==> config.mk <==
export PLATFORM = sky130hd
export DESIGN_NAME = instr_encoder_loader_flat
export DESIGN_NICKNAME = d
export VERILOG_FILES = /design/src/rtl/instr_encoder_loader_if.sv /design/src/rtl/instr_encoder_loader.sv /design/src/flat_wrapper.sv
export SDC_FILE = /design/constraint.sdc
export NUM_CORES = 1
export LEC_CHECK = 0
export ABC_AREA = 0
export BUFFER_PORTS_ARGS = -buffer_cell sky130_fd_sc_hd__buf_2
export CORE_ASPECT_RATIO = 1.2
export CORE_MARGIN = 2
export CORE_UTILIZATION = 49
export DETAILED_ROUTE_END_ITERATION = 12
export PLACE_DENSITY = 0.78
export SLEW_MARGIN = 30
export SYNTH_ARGS = -nofsm -noshare
export SYNTH_HDL_FRONTEND = slang
export SYNTH_SLANG_ARGS = --single-unit
==> constraint.sdc <==
create_clock -name clk -period 2.4 [get_ports clk]
set_input_delay 0.12 -clock clk [delete_from_list [all_inputs] [get_ports clk]]
set_output_delay 0.12 -clock clk [all_outputs]
set_load 0.005 [all_outputs]
==> src/rtl/instr_encoder_loader_if.sv <==
// Request, instruction-memory and status signals of instr_encoder_loader.
// The master modport is the requester/memory side and the slave modport is the encoder.
interface instr_encoder_loader_if #(
  parameter int unsigned CNT_W = 16
);
  logic              in_valid;
  logic              in_ready;
  logic [2:0]        in_kind;
  logic [4:0]        in_rs;
  logic [4:0]        in_rt;
  logic [4:0]        in_rd;
  logic [5:0]        in_funct;
  logic [15:0]       in_imm;
  logic [25:0]       in_target;
  logic              base_load;
  logic [31:0]       base_addr;
  logic              imem_we;
  logic [31:0]       imem_addr;
  logic [31:0]       imem_wdata;
  logic              imem_ack;
  logic              err_kind;
  logic [CNT_W-1:0]  word_count;

  modport master (
    output in_valid, in_kind, in_rs, in_rt, in_rd, in_funct, in_imm, in_target,
    output base_load, base_addr, imem_ack,
    input  in_ready, imem_we, imem_addr, imem_wdata, err_kind, word_count
  );

  modport slave (
    input  in_valid, in_kind, in_rs, in_rt, in_rd, in_funct, in_imm, in_target,
    input  base_load, base_addr, imem_ack,
    output in_ready, imem_we, imem_addr, imem_wdata, err_kind, word_count
  );
endinterface

==> src/rtl/instr_encoder_loader.sv <==
// Encodes MIPS-style R/I/J instructions and writes them to sequential words of
// instruction memory through a valid/ack write port.
module instr_encoder_loader #(
  parameter logic [31:0] RESET_ADDR = 32'h0000_0000,
  parameter int unsigned CNT_W      = 16
) (
  input  logic                  clk,
  input  logic                  rst_n,
  instr_encoder_loader_if.slave bus
);

  typedef enum logic [0:0] {StIdle, StWrite} state_e;

  state_e            state_q, state_d;
  logic [31:0]       addr_q, addr_d;
  logic [31:0]       wdata_q, wdata_d;
  logic [CNT_W-1:0]  cnt_q, cnt_d;
  logic              err_q, err_d;
  logic [31:0]       enc;
  logic              supported;

  always_comb begin
    enc       = 32'h0;
    supported = 1'b1;
    case (bus.in_kind)
      3'd0:    enc = {6'b000000, bus.in_rs, bus.in_rt, bus.in_rd, 5'b00000, bus.in_funct};
      3'd1:    enc = {6'b001000, bus.in_rs, bus.in_rt, bus.in_imm};
      3'd2:    enc = {6'b100011, bus.in_rs, bus.in_rt, bus.in_imm};
      3'd3:    enc = {6'b101011, bus.in_rs, bus.in_rt, bus.in_imm};
      3'd4:    enc = {6'b000100, bus.in_rs, bus.in_rt, bus.in_imm};
      3'd5:    enc = {6'b000010, bus.in_target};
      default: supported = 1'b0;
    endcase
  end

  always_comb begin
    state_d = state_q;
    addr_d  = addr_q;
    wdata_d = wdata_q;
    cnt_d   = cnt_q;
    err_d   = 1'b0;
    unique case (state_q)
      StIdle: begin
        // A coincident base load retargets the word being accepted on this edge.
        if (bus.base_load) addr_d = {bus.base_addr[31:2], 2'b00};
        if (bus.in_valid) begin
          if (supported) begin
            wdata_d = enc;
            state_d = StWrite;
          end else begin
            err_d = 1'b1;
          end
        end
      end
      StWrite: begin
        if (bus.imem_ack) begin
          state_d = StIdle;
          addr_d  = addr_q + 32'd4;
          if (cnt_q != {CNT_W{1'b1}}) cnt_d = cnt_q + 1'b1;
        end
      end
      default: state_d = StIdle;
    endcase
  end

  always_ff @(posedge clk) begin
    if (!rst_n) begin
      state_q <= StIdle;
      addr_q  <= RESET_ADDR;
      wdata_q <= 32'h0;
      cnt_q   <= '0;
      err_q   <= 1'b0;
    end else begin
      state_q <= state_d;
      addr_q  <= addr_d;
      wdata_q <= wdata_d;
      cnt_q   <= cnt_d;
      err_q   <= err_d;
    end
  end

  assign bus.in_ready   = (state_q == StIdle);
  assign bus.imem_we    = (state_q == StWrite);
  assign bus.imem_addr  = addr_q;
  assign bus.imem_wdata = wdata_q;
  assign bus.err_kind   = err_q;
  assign bus.word_count = cnt_q;

endmodule
==> src/flat_wrapper.sv <==
// flat-port wrapper written by rule: the top's interface ports become plain ports
module instr_encoder_loader_flat 
#(
  parameter logic [31:0] RESET_ADDR = 32'h0000_0000,
  parameter int unsigned CNT_W      = 16
)
  (clk, rst_n, bus_in_valid, bus_in_kind, bus_in_rs, bus_in_rt, bus_in_rd, bus_in_funct, bus_in_imm, bus_in_target, bus_base_load, bus_base_addr, bus_imem_ack, bus_in_ready, bus_imem_we, bus_imem_addr, bus_imem_wdata, bus_err_kind, bus_word_count);
  instr_encoder_loader_if #(.CNT_W(CNT_W)) bus_i ();
  input  logic clk;
  input  logic rst_n;
  input wire logic [$bits(bus_i.in_valid)-1:0] bus_in_valid;
  input wire logic [$bits(bus_i.in_kind)-1:0] bus_in_kind;
  input wire logic [$bits(bus_i.in_rs)-1:0] bus_in_rs;
  input wire logic [$bits(bus_i.in_rt)-1:0] bus_in_rt;
  input wire logic [$bits(bus_i.in_rd)-1:0] bus_in_rd;
  input wire logic [$bits(bus_i.in_funct)-1:0] bus_in_funct;
  input wire logic [$bits(bus_i.in_imm)-1:0] bus_in_imm;
  input wire logic [$bits(bus_i.in_target)-1:0] bus_in_target;
  input wire logic [$bits(bus_i.base_load)-1:0] bus_base_load;
  input wire logic [$bits(bus_i.base_addr)-1:0] bus_base_addr;
  input wire logic [$bits(bus_i.imem_ack)-1:0] bus_imem_ack;
  output wire logic [$bits(bus_i.in_ready)-1:0] bus_in_ready;
  output wire logic [$bits(bus_i.imem_we)-1:0] bus_imem_we;
  output wire logic [$bits(bus_i.imem_addr)-1:0] bus_imem_addr;
  output wire logic [$bits(bus_i.imem_wdata)-1:0] bus_imem_wdata;
  output wire logic [$bits(bus_i.err_kind)-1:0] bus_err_kind;
  output wire logic [$bits(bus_i.word_count)-1:0] bus_word_count;
  assign bus_i.in_valid = bus_in_valid;
  assign bus_i.in_kind = bus_in_kind;
  assign bus_i.in_rs = bus_in_rs;
  assign bus_i.in_rt = bus_in_rt;
  assign bus_i.in_rd = bus_in_rd;
  assign bus_i.in_funct = bus_in_funct;
  assign bus_i.in_imm = bus_in_imm;
  assign bus_i.in_target = bus_in_target;
  assign bus_i.base_load = bus_base_load;
  assign bus_i.base_addr = bus_base_addr;
  assign bus_i.imem_ack = bus_imem_ack;
  assign bus_in_ready = bus_i.in_ready;
  assign bus_imem_we = bus_i.imem_we;
  assign bus_imem_addr = bus_i.imem_addr;
  assign bus_imem_wdata = bus_i.imem_wdata;
  assign bus_err_kind = bus_i.err_kind;
  assign bus_word_count = bus_i.word_count;
  instr_encoder_loader #(.RESET_ADDR(RESET_ADDR), .CNT_W(CNT_W)) u_core (.clk(clk), .rst_n(rst_n), .bus(bus_i));
endmodule
==> summary.txt <==
Timing
  – Hold Vio Cnt, Final: 0
  – Fmax: 469 MHz
  – Fin Clk Skew: 5.82 ps
  – Final setup TNS: 0 ps
  – RSZ-0062 raised after global routing: false
  – Final slew viol count: 0
  – Min cycle time layout: 2130 ps
  – Period utilisation layout: 88.8%
  – Worst-Margin Slew: 954 ps
  – Final setup fails: 0
  – Slew headroom: 36.3%

Setup path
  – Worst Setup EP: u_core.bus.imem_addr[18]
  – R2R depth: 6
  – R2R Setup Slk: 270 ps
  – Crit path required time: 2640 ps
  – CP arrival: 2370 ps
  – Worst Path Max Fanout: 7
  – Setup CP Type: flop to flop
  – Crit path from: u_core.bus.imem_addr[2]
  – Crit end category: flop
  – CP startpoint kind: flop
  – Reg2reg end: u_core.bus.imem_addr[18]
  – FF-to-FF Start: u_core.bus.imem_addr[2]

Global route
  – GRT Residual Overflow: 0
  – Vias in the first global route: 4766
  – Initial antenna violation count: 0
  – Global-route wire length before repair: 21.9 mm
  – Largest net degree at the start of global routing: 39
  – GR Util All Layers: 26.8%

Placement
  – Port buffer count: 180
  – GPL Wtd Cong: 0.962
  – DP Wirelength: 9.83 mm
  – DP Area: 5440 um2
  – Cell total after placement: 849

Worst hold path
  – Min-delay worst type: input pin to flop

Synth
  – Synth top area share: 34.5%
  – Compound-Gate Fraction of Synth Area: 25.6%
  – Top cells by count, synth: 78 x dfxtp_1, 60 x nor2_1, 49 x nand2_1, 36 x a21oi_1
  – Portion of netlist area occupied by mux cells: 3.45%
  – Distinct cells, synth: 60
  – Syn_area_per_cell: 7.78 um2
  – Post-synthesis async set-or-reset flop share: 0%
  – Netlist Area Pre-Place: 4530 um2
  – Synth Area in Adders: 0.553%
  – Post-Synth XOR/XNOR Area: 2.71%
  – Combinational family with the most area after synthesis: compound AO/OA/AOI/OAI gates
  – EDFF count, synth: 0
  – Number of synthesized register bits: 78
  – Yosys Warn Count: 0
  – Seq/Total Area, Yosys: 34.5%
  – Top_reg_cell synth: dfxtp_1
  – Leading area contributor after synthesis: dfxtp_1
  – Post-synthesis simple-gate area fraction: 24.8%
  – Cell with the most instances after synthesis: dfxtp_1
  – Synth top area cells: dfxtp_1 34%, nor2_1 5.0%, nand2_1 4.1%
  – Syn Inst Count: 582

Die
  – Die Wd: 91.8 um
  – Std-Cell Rows: 38
  – DIE HEIGHT: 109 um
  – Initial Util: 50.1%
  – DIE AREA: 10000 um2
  – I/O Pins: 186
  – Core area: 9030 um2

Cells and area
  – Share of cells above drive strength 1: 31.3%
  – Final std cells w/o fill: 865
  – Filler Cell Count: 812
  – Syn-to-layout area delta: 25.3%
  – Final nets: 845
  – Diode count: 0
  – Fin area: 5670 um2

Clock tree
  – Root Driver: clkbuf_8
  – Clock sink count: 78
  – Clock latency on the worst-skew pair: 360 ps
  – Post-CTS Setup Inserts: 0
  – Hold-fix buffers at CTS: 0
  – H-tree levels: 3
  – CTS resizes: 0
  – CTS Buffer Depth: 2
  – CTS tree: done
  – TritonCTS Buffers: 9
  – Clk pin slew, worst setup/hold paths: 80 ps

Detailed routing
  – Via/cell ratio: 5.94
  – Avg WL per Cell: 15.6 um
  – Via count: 5141
  – DRT iter0 DRCs: 263
  – DRC viols: 0
  – Post-route ant nets: 0
  – Drt first pass iters: 8
  – WL final: 13.5 mm

Power and ir drop
  – PwrDens: 568 nW/um2
  – Leakage: 2.52 nW
  – Tot Pwr: 3.22 mW
  – Max VDD drop: 0.278 mV

Run status
  – Status: finished clean

Job
  – Maxcap violations: 0
## sequential cells by signal, summed over array words and instances (netlist names)
signal                 cells
u_core.bus.imem_wdata     30
u_core.bus.imem_we         1
u_core.bus.err_kind        1
u_core.bus.imem_addr      30
u_core.bus.word_count     16
## kinds of logic after synthesis
group | after synthesis
multiplexers | 14
flip-flops | 78
buffers and inverters | 81
XOR/XNOR | 14
other | 1
AO/OA/AOI/OAI | 172
adder cells (fa/ha/maj) | 2
AND/OR/NAND/NOR | 220
## power breakdown
| group | switching [mW] | internal, mW | total [mW] | leakage (nW) |
|---|---|---|---|---|
| logic | 0.326 | 0.279 | 0.605 | 1.76 |
| registers | 0.0809 | 1.38 | 1.46 | 0.640 |
| clock network | 0.489 | 0.670 | 1.16 | 0.120 |
## how the worst min path moves through the flow
| stage | start | to | slack (ps) | cells after the start |
|---|---|---|---|---|
| final | bus_base_addr[20] | u_core.bus.imem_addr[20] | 20 | 3 |
| after detailed placement | bus_base_addr[20] | u_core.bus.imem_addr[20] | 400 | 3 |
| after CTS | bus_base_addr[20] | u_core.bus.imem_addr[20] | 10 | 3 |
| after global routing | bus_base_addr[20] | u_core.bus.imem_addr[20] | 20 | 3 |
| after global placement | bus_base_addr[20] | u_core.bus.imem_addr[20] | 390 | 3 |
| after floorplan | bus_base_addr[20] | u_core.bus.imem_addr[20] | 300 | 2 |
## layout by cell type, fill, tap and decap left out, types with 21 or more instances in the layout
cell type / netlist / layout
nor3_1: 22 / 22
inv_1: 29 / 29
nor2_1: 60 / 60
nand2_1: 49 / 49
o22ai_1: 21 / 21
buf_2: 11 / 180
dfxtp_1: 78 / 78
a21oi_1: 36 / 35
o21ai_0: 29 / 29
## metal layers
layer  routed length, um  global-route usage, %  vias to the layer above
met5                   0                      0                        -
met1                5110                   30.7                     2352
li1                    -                      -                     2454
met4                 459                   12.7                        0
met3                1400                   7.61                       47
met2                6530                   46.5                      288
## area by class of cell
cell class / count / area [um2] / area share [%]
Multi-Input combinational cell: 425 / 2600 / 45.9
Sequential cell: 78 / 1560 / 27.5
Timing Repair Buffer: 194 / 1010 / 17.7
Clock buffer: 13 / 169 / 2.98
Tap cell: 120 / 150 / 2.65
Inverter: 32 / 120 / 2.12
Clock inverter: 3 / 65.1 / 1.15
## stage by stage
stage	utilization, %	setup WS (ps)	hold slack, ps
floorplan	-	585	296
global placement	60.2	311	392
detailed placement	60.2	295	396
CTS	62.8	281	14.5
global route	62.8	49.4	21.0
finish	62.8	268	21.7
## worst max-delay path, cell delays in order, from the launching register on
cell,delay [ps]
dfxtp_1,410
ha_1,240
and4_1,330
nand4_1,330
buf_4,270
o311ai_0,330
a21oi_1,110
Note: power is estimated with default switching activity, not from simulation.
